[src/rtl/cv32e40px_register_file_sb.sv]
// cv32e40px_register_file_sb: multi-read-port register file with optional forwarding
// and a pending-write scoreboard for offloaded instruction destinations.
module cv32e40px_register_file_sb #(
    parameter int ADDR_WIDTH  = 6,
    parameter int DATA_WIDTH  = 32,
    parameter int FPU         = 0,
    parameter int ZFINX       = 0,
    parameter int NUM_READ    = 3,
    parameter int X_DUALWRITE = 0,
    parameter int FORWARD     = 0,
    parameter int MAX_PENDING = 4
) (
    input  logic                                  clk,
    input  logic                                  rst,
    input  logic [NUM_READ-1:0][ADDR_WIDTH-1:0]   raddr_i,
    output logic [NUM_READ-1:0][DATA_WIDTH-1:0]   rdata_o,
    output logic [NUM_READ-1:0]                   rbusy_o,
    input  logic [ADDR_WIDTH-1:0]                 waddr_a_i,
    input  logic [DATA_WIDTH-1:0]                 wdata_a_i,
    input  logic                                  we_a_i,
    input  logic [ADDR_WIDTH-1:0]                 waddr_b_i,
    input  logic [X_DUALWRITE:0][DATA_WIDTH-1:0]  wdata_b_i,
    input  logic [X_DUALWRITE:0]                  we_b_i,
    input  logic                                  reserve_valid_i,
    output logic                                  reserve_ready_o,
    input  logic [ADDR_WIDTH-1:0]                 reserve_addr_i,
    input  logic                                  reserve_pair_i,
    output logic [$clog2(MAX_PENDING+1)-1:0]      pending_cnt_o,
    output logic                                  err_o
);
    localparam bit FPB     = (FPU != 0) && (ZFINX == 0);
    localparam int IW      = FPB ? ADDR_WIDTH : ADDR_WIDTH - 1;
    localparam int NUM_TOT = 2 ** IW;
    localparam int CW      = $clog2(MAX_PENDING + 1);

    logic [DATA_WIDTH-1:0] mem [NUM_TOT];
    logic [NUM_TOT-1:0]    busy, busy_nxt, a_hit, b0_hit, b1_hit, b_hit, rsv_set;
    logic [CW-1:0]         cnt_nxt;
    logic [CW:0]           n_tgt;
    logic                  we_b1, pair_rsv, ok0, ok1, rsv_hit, err_set, rok, fa, fb;
    logic [IW-1:0]         ri;
    logic [DATA_WIDTH-1:0] wdata_b1;
    logic [ADDR_WIDTH-1:0] waddr_b1, rsv_addr1;

    // Writable/readable: not x0 and inside an instantiated bank
    function automatic logic ok(input logic [ADDR_WIDTH-1:0] a);
        return (a != '0) && (FPB || !a[ADDR_WIDTH-1]);
    endfunction

    function automatic logic [IW-1:0] idx(input logic [ADDR_WIDTH-1:0] a);
        return a[IW-1:0];
    endfunction

    assign waddr_b1  = waddr_b_i | ADDR_WIDTH'(1);
    assign rsv_addr1 = reserve_addr_i | ADDR_WIDTH'(1);
    assign we_b1     = (X_DUALWRITE != 0) && we_b_i[X_DUALWRITE] && !waddr_b_i[0];
    assign wdata_b1  = wdata_b_i[X_DUALWRITE];

    always_comb begin
        pair_rsv = (X_DUALWRITE != 0) && reserve_pair_i && !reserve_addr_i[0];
        ok0      = ok(reserve_addr_i);
        ok1      = pair_rsv && ok(rsv_addr1);
        rsv_hit  = (ok0 && busy[idx(reserve_addr_i)]) || (ok1 && busy[idx(rsv_addr1)]);
        n_tgt    = (CW+1)'(ok0) + (CW+1)'(ok1);
        // Ready depends on registered state only; same-cycle clears do not free slots
        reserve_ready_o = !rst && !rsv_hit && (({1'b0, pending_cnt_o} + n_tgt) <= (CW+1)'(MAX_PENDING));
        a_hit   = '0;
        b0_hit  = '0;
        b1_hit  = '0;
        rsv_set = '0;
        for (int r = 0; r < NUM_TOT; r++) begin
            a_hit[r]   = we_a_i && ok(waddr_a_i) && (idx(waddr_a_i) == IW'(r));
            b0_hit[r]  = we_b_i[0] && ok(waddr_b_i) && (idx(waddr_b_i) == IW'(r));
            b1_hit[r]  = we_b1 && ok(waddr_b1) && (idx(waddr_b1) == IW'(r));
            rsv_set[r] = reserve_valid_i && reserve_ready_o &&
                         ((ok0 && idx(reserve_addr_i) == IW'(r)) || (ok1 && idx(rsv_addr1) == IW'(r)));
        end
        b_hit    = b0_hit | b1_hit;
        busy_nxt = (busy & ~b_hit) | rsv_set;
        err_set  = |((b_hit & ~busy) | (a_hit & busy) | (a_hit & b_hit));
        cnt_nxt  = '0;
        for (int r = 0; r < NUM_TOT; r++)
            cnt_nxt = cnt_nxt + CW'(busy_nxt[r]);
    end

    always_comb begin
        rdata_o = '0;
        rbusy_o = '0;
        ri      = '0;
        rok     = 1'b0;
        fa      = 1'b0;
        fb      = 1'b0;
        for (int k = 0; k < NUM_READ; k++) begin
            ri  = idx(raddr_i[k]);
            rok = ok(raddr_i[k]);
            fb  = (FORWARD != 0) && !rst && rok && b_hit[ri];
            fa  = (FORWARD != 0) && !rst && rok && a_hit[ri];
            rdata_o[k] = fb ? (b1_hit[ri] ? wdata_b1 : wdata_b_i[0]) :
                         fa ? wdata_a_i : rok ? mem[ri] : '0;
            rbusy_o[k] = rok && busy[ri] && !fb;
        end
    end

    always_ff @(posedge clk or posedge rst) begin
        if (rst) begin
            for (int r = 0; r < NUM_TOT; r++)
                mem[r] <= '0;
            busy          <= '0;
            pending_cnt_o <= '0;
            err_o         <= 1'b0;
        end else begin
            for (int r = 0; r < NUM_TOT; r++)
                if (b_hit[r])
                    mem[r] <= b1_hit[r] ? wdata_b1 : wdata_b_i[0];
                else if (a_hit[r])
                    mem[r] <= wdata_a_i;
            busy          <= busy_nxt;
            pending_cnt_o <= cnt_nxt;
            err_o         <= err_o | err_set;
        end
    end
endmodule

[config.mk]
export PLATFORM = sky130hd
export DESIGN_NAME = cv32e40px_register_file_sb
export DESIGN_NICKNAME = d
export VERILOG_FILES = /design/src/rtl/cv32e40px_register_file_sb.sv
export SDC_FILE = /design/constraint.sdc
export NUM_CORES = 2
export LEC_CHECK = 0
export ABC_AREA = 1
export CAP_MARGIN = 15
export CORE_MARGIN = 8
export CORE_UTILIZATION = 26
export CTS_CLUSTER_SIZE = 25
export DETAILED_ROUTE_END_ITERATION = 10
export GPL_TIMING_DRIVEN = 1
export PLACE_DENSITY = 0.37
export SETUP_SLACK_MARGIN = 0.02
export SLEW_MARGIN = 15
export SYNTH_ARGS = -nofsm -noshare
export SYNTH_HDL_FRONTEND = slang
export SYNTH_SLANG_ARGS = --single-unit
[constraint.sdc]
create_clock -name clk -period 53.7 [get_ports clk]
set_input_delay 10.74 -clock clk [delete_from_list [all_inputs] [get_ports clk]]
set_output_delay 10.74 -clock clk [all_outputs]
set_load 0.02 [all_outputs]
======== After elaboration in Yosys (flattened, before gate mapping) ========
Index checks and enable logic that the tools add are counted.
operators by class
  add/sub/neg operators ................... 32
  muxes and demuxes ....................... 84
  bitwise operators ....................... 13
  reductions and logical operators ........ 193
  $lt $le $gt $ge ......................... 8
  equal/unequal tests ..................... 93
operator list
  operator                                                   count
  two-way mux 32 bit                                         73
  binary-select mux 32 bit (select 5 bit)                    3
  == test 5 bit (second input constant)                      48
  logical AND 1 bit                                          143
  bitwise AND 32 bit                                         4
  == test 5 x 4 -> 1 bit (second input constant)             24
  OR 32 bit                                                  3
  adder 3 x 1 -> 3 bit                                       30
  inverter 32 bit                                            2
  nonzero test 2 bit                                         32
  == test 5 x 3 -> 1 bit (second input constant)             12
  nonzero test 6 bit                                         6
  OR reduction 32 bit                                        1
  == test 5 x 2 -> 1 bit (second input constant)             6
  < comparator 5 x 6 -> 1 bit (second input constant)        4
  binary-select mux 1 bit (select 5 bit)                     4
  greater-or-equal comparator 6 bit (second input constant)  3
  inverter 5 -> 6 bit                                        3
  == test 5 x 1 -> 1 bit (second input constant)             3
  logical NOT 5 bit                                          3
  logical NOT 1 bit                                          8
  adder 3 x 1 -> 4 bit                                       1
  <= comparator 4 x 3 -> 1 bit (second input constant)       1
  two-way mux 1 bit                                          4
  other kinds (2)                                            2
word-level totals
  bits in registers ....................... 1060
  input port bits ......................... 106
  output and inout bits ................... 104
  logic and storage cells ................. 458

======== Longest topological paths before layout ========
  word-level depth ........................ 40
  mapped depth ............................ 30
  depth with buffers taken out ............ 28

======== Worst setup path before layout ========
No wires, ideal clock.
  kind .................................... in2out
  start point ............................. input rst
  end point ............................... output reserve_ready_o
  path buffers ............................ 0
  data arrival time ....................... 33804 ps
  path slack .............................. 9156 ps
  required time ........................... 42960 ps
  stages .................................. 3
  cell sequence ........................... inv_1 -> nand2_1 -> nor2_1
on the way
  cells in the longest elaborated chain, start to end .. 3
ends and longest elaborated chain
  item                            RTL line  RTL
  start, declared                 14        input logic rst,
  logical NOT 1 bit (no line)     --
  logical AND 1 bit (2 in a row)  66        reserve_ready_o = !rst && !rsv_hit && (({1'b0, pending_cnt_o} + n_tgt) <= (CW+1)'(MAX_PENDING));
  end, declared                   25        output logic reserve_ready_o,
Every way passes these cells.

==> impl_metrics.env <==
export IMPL_status="completed"
export IMPL_critical_path_arrival_ns=16.25
export IMPL_die_height_um=559
export IMPL_grt_pass1_vias=85641
export IMPL_routed_wl_um=583000
export IMPL_leakage_component_of_the_power_nw=36.2
export IMPL_fmax_mhz=37.0
export IMPL_hold_path_depth=0
export IMPL_worst_skew_pair_late_latency_ns=0.82
export IMPL_rr_startpoint="pending_cnt_o[0]$_DFF_PP0_"
export IMPL_worst_clock_skew_ns=0.0137
export IMPL_hold_violations=0
export IMPL_die_area_um2=313000
export IMPL_io_pins=210
export IMPL_final_setup_viol_count=0
export IMPL_class_of_the_tightest_hold_or_removal_check="register to register"
export IMPL_global_route_usage_total=0.354
export IMPL_final_setup_tns_ns=0
export IMPL_cts_hold_repair_buffers=0
export IMPL_finalWeightedCongestion=0.939
export IMPL_area_contributors_post_synth="sky130_fd_sc_hd__dfrtp_1 35%, sky130_fd_sc_hd__o21ai_0 19%, sky130_fd_sc_hd__nand2_1 8.3%"
export IMPL_rows=199
export IMPL_die_width_um=559
export IMPL_tritoncts_num_sinks=1060
export IMPL_synth_yosys_seq_area_share=0.346
export IMPL_num_vias=94885
export IMPL_worst_r2r_end="pending_cnt_o[2]$_DFF_PP0_"
export IMPL_post_route_cells_drive_above_1_share=0.0703
export IMPL_number_of_flops_mapped_to_enable_cells_by_yosys=0
export IMPL_ys_warnings_count=0
export IMPL_synth_top_cell_area_share=0.346
export IMPL_worst_path_dominant_cell_family="simple AND/OR/NAND/NOR gates"
export IMPL_holdPathEnd="mem[1013]$_DFFE_PP0P_"
export IMPL_rsz0062_at_grt="false"
export IMPL_power_w=0.00317
export IMPL_worst_path_max_delay_cell="sky130_fd_sc_hd__nor2_4"
export IMPL_cts_repair_timing_setup_buffer_count=0
export IMPL_buffers_and_inverters_on_the_worst_path=4
export IMPL_cts_buffers=157
export IMPL_cellPowerDensity_nw_per_um2=36.5
export IMPL_worst_pin_slew_ns=1.32
export IMPL_cpPeakStageDelay_ns=0.92
export IMPL_final_period_minus_worst_setup_slack_ns=26.99
export IMPL_clock_tree_buffer_depth=4
export IMPL_worst_endpoint_required_ns=42.96
export IMPL_io_buffer_count=208
export IMPL_syn_num_nets=11636
export IMPL_synth_area_leader_cell="sky130_fd_sc_hd__dfrtp_1"
export IMPL_critPathLaunchType="input port"
export IMPL_antenna_left=0
export IMPL_cts_root_buf="sky130_fd_sc_hd__clkbuf_16"
export IMPL_period_share=0.503
export IMPL_cell_area_after_synthesis_um2=76700
export IMPL_global_route_wire_length_before_repair_um=776000
export IMPL_crit_fanout=29
export IMPL_tritoncts="yes"
export IMPL_worstHoldStart="mem[1013]$_DFFE_PP0P_"
export IMPL_post_drt_via_cell_ratio=6.29
export IMPL_half_perimeter_wire_length_after_detailed_placement_um=354000
export IMPL_timing_final_max_slew_violations=0
export IMPL_synthDistinctLibCells=47
export IMPL_clk_pin_slew_ns=0.06
export IMPL_cp_cell_sequence="buf_4 -> nor2_4 -> nand2_4 -> clkinv_1 -> buf_4 -> a21oi_1 -> nand3_1 -> a31oi_1 -> nor3_1 -> clkdlybuf4s50_1"
export IMPL_r2r_worst_path_cells=21
export IMPL_setup_reg_to_reg_worst_slack_ns=46.71
export IMPL_cpMostUsedCell="sky130_fd_sc_hd__buf_4"
export IMPL_fin_util=0.296
export IMPL_avgRoutedWirePerCell_um=38.7
export IMPL_drv_cap=0
export IMPL_post_cts_sizing_count=0
export IMPL_initial_standard_cell_utilization_of_the_core=0.261
export IMPL_drc_errors=0
export IMPL_number_of_synthesized_register_bits=1060
export IMPL_cts_htree_levels=4
export IMPL_drt_iter0_markers=15334
export IMPL_commonest_cells_after_routing_fill_and_taps_aside="2921 x sky130_fd_sc_hd__o21ai_0, 1669 x sky130_fd_sc_hd__nand2_1, 1268 x sky130_fd_sc_hd__a21oi_1"
export IMPL_coreArea_um2=294000
export IMPL_nNetsFinal=11121
export IMPL_syn_inst=11503
export IMPL_synth_async_reset_ratio=1.00
export IMPL_area_growth_pct=13.5
export IMPL_grt_ovfl_total=0
export IMPL_yosys_most_used_dff="sky130_fd_sc_hd__dfrtp_1"
export IMPL_postSynthAreaPerCell_um2=6.67
export IMPL_grt_antenna_before_repair=101
export IMPL_final_common_cell="sky130_fd_sc_hd__o21ai_0"
export IMPL_maximum_number_of_pins_on_one_net_before_global_route_repair=166
export IMPL_critical_path_endpoint_type="output port"
export IMPL_worst_slew_margin_rel=0.117
export IMPL_vdd_ir_drop_worst_uv=37.5
export IMPL_drt_pass1_iter_count=8
export IMPL_path_class="input port to output port"
-- worst max-delay path by stage --
| stage | from | depth (start not counted) | to | slack [ns] |
|---|---|---|---|---|
| after CTS | raddr_i[14] | 10 | rdata_o[78] | 27.04 |
| after floorplan | rst | 3 | reserve_ready_o | 9.16 |
| after global routing | raddr_i[0] | 12 | rdata_o[30] | 26.75 |
| final | raddr_i[14] | 10 | rdata_o[67] | 26.71 |
| after detailed placement | raddr_i[0] | 12 | rdata_o[30] | 27.05 |
| after global placement | raddr_i[0] | 12 | rdata_o[31] | 27.05 |
-- metal layers --
metal,global-route usage,wire length [um],vias up
met5,0,233,-
met4,0.244,46800,34
met3,0.0913,66700,1807
met2,0.512,240000,7345
met1,0.458,229000,46519
li1,-,-,39180
-- synth_stat cells, types with 2 or more instances --
library cell,count
sky130_fd_sc_hd__a211oi_1,27
sky130_fd_sc_hd__nor2_1,653
sky130_fd_sc_hd__a311oi_1,19
sky130_fd_sc_hd__nor3_1,37
sky130_fd_sc_hd__o21bai_1,17
sky130_fd_sc_hd__o22ai_1,215
sky130_fd_sc_hd__o2111ai_1,38
sky130_fd_sc_hd__a221oi_1,3
sky130_fd_sc_hd__xnor2_1,6
sky130_fd_sc_hd__nor2_2,20
sky130_fd_sc_hd__fa_1,21
sky130_fd_sc_hd__nor2_4,2
sky130_fd_sc_hd__nand2_1,1702
sky130_fd_sc_hd__o21ai_0,2921
sky130_fd_sc_hd__nand3_2,3
sky130_fd_sc_hd__a21oi_1,1268
sky130_fd_sc_hd__or2_2,9
sky130_fd_sc_hd__o221ai_1,282
sky130_fd_sc_hd__buf_1,92
sky130_fd_sc_hd__buf_4,7
sky130_fd_sc_hd__nor3_4,4
sky130_fd_sc_hd__o21ai_1,21
sky130_fd_sc_hd__inv_2,41
sky130_fd_sc_hd__inv_1,755
sky130_fd_sc_hd__clkbuf_1,889
sky130_fd_sc_hd__nor4_1,4
sky130_fd_sc_hd__nand2_2,5
sky130_fd_sc_hd__o211ai_1,272
sky130_fd_sc_hd__ha_1,6
sky130_fd_sc_hd__clkinv_1,12
sky130_fd_sc_hd__buf_2,247
sky130_fd_sc_hd__a31oi_1,39
sky130_fd_sc_hd__a31o_2,5
sky130_fd_sc_hd__o21a_1,11
sky130_fd_sc_hd__nand3_1,740
sky130_fd_sc_hd__xor2_1,3
sky130_fd_sc_hd__nand4_1,38
sky130_fd_sc_hd__dfrtp_1,1060
-- cells by family (layout without fill, tap and decap cells) --
family                   Yosys count  in the layout  synth area share
AO/OA/AOI/OAI                   5142           5142             0.368
XOR/XNOR                           9              9           0.00103
adder cells (fa/ha/maj)           27             27           0.00646
buffers and inverters           2044           1639             0.104
flip-flops                      1060           1060             0.346
other                              0             60                 0
AND/OR/NAND/NOR                 3221           3221             0.174
-- sequential cells by signal, indices dropped and copies added, names as in the netlist --
signal,cells
err_o,1
mem,1024
pending_cnt_o,3
busy,32
-- power breakdown --
part	internal (W)	switching [W]	total [W]
clock network	0.000610	0.000449	0.00106
logic	0.000323	0.000654	0.000977
registers	0.00100	0.000139	0.00114
-- final cells by class --
cell class	instances	area (um^2)
Clock buffer	245	4720
Inverter	808	3110
Timing Repair Buffer	562	4880
Sequential cell	1060	26500
Fill cell	32125	207000
Clock inverter	24	190
Multi-Input combinational cell	8399	42600
Antenna cell	60	150
Tap cell	3919	4900
-- per-stage QoR --
stage	hold WS, ns	setup WS [ns]	area (um^2)	std cells
after floorplan	0.429	9.16	76700	11503
after global placement	0.368	27.05	81900	14746
after detailed placement	0.375	27.05	82000	14748
after CTS	0.391	27.04	86900	15017
after global routing	0.398	26.75	86900	15023
final	0.390	26.71	87000	15077
Note: power is estimated with default switching activity, not from simulation.
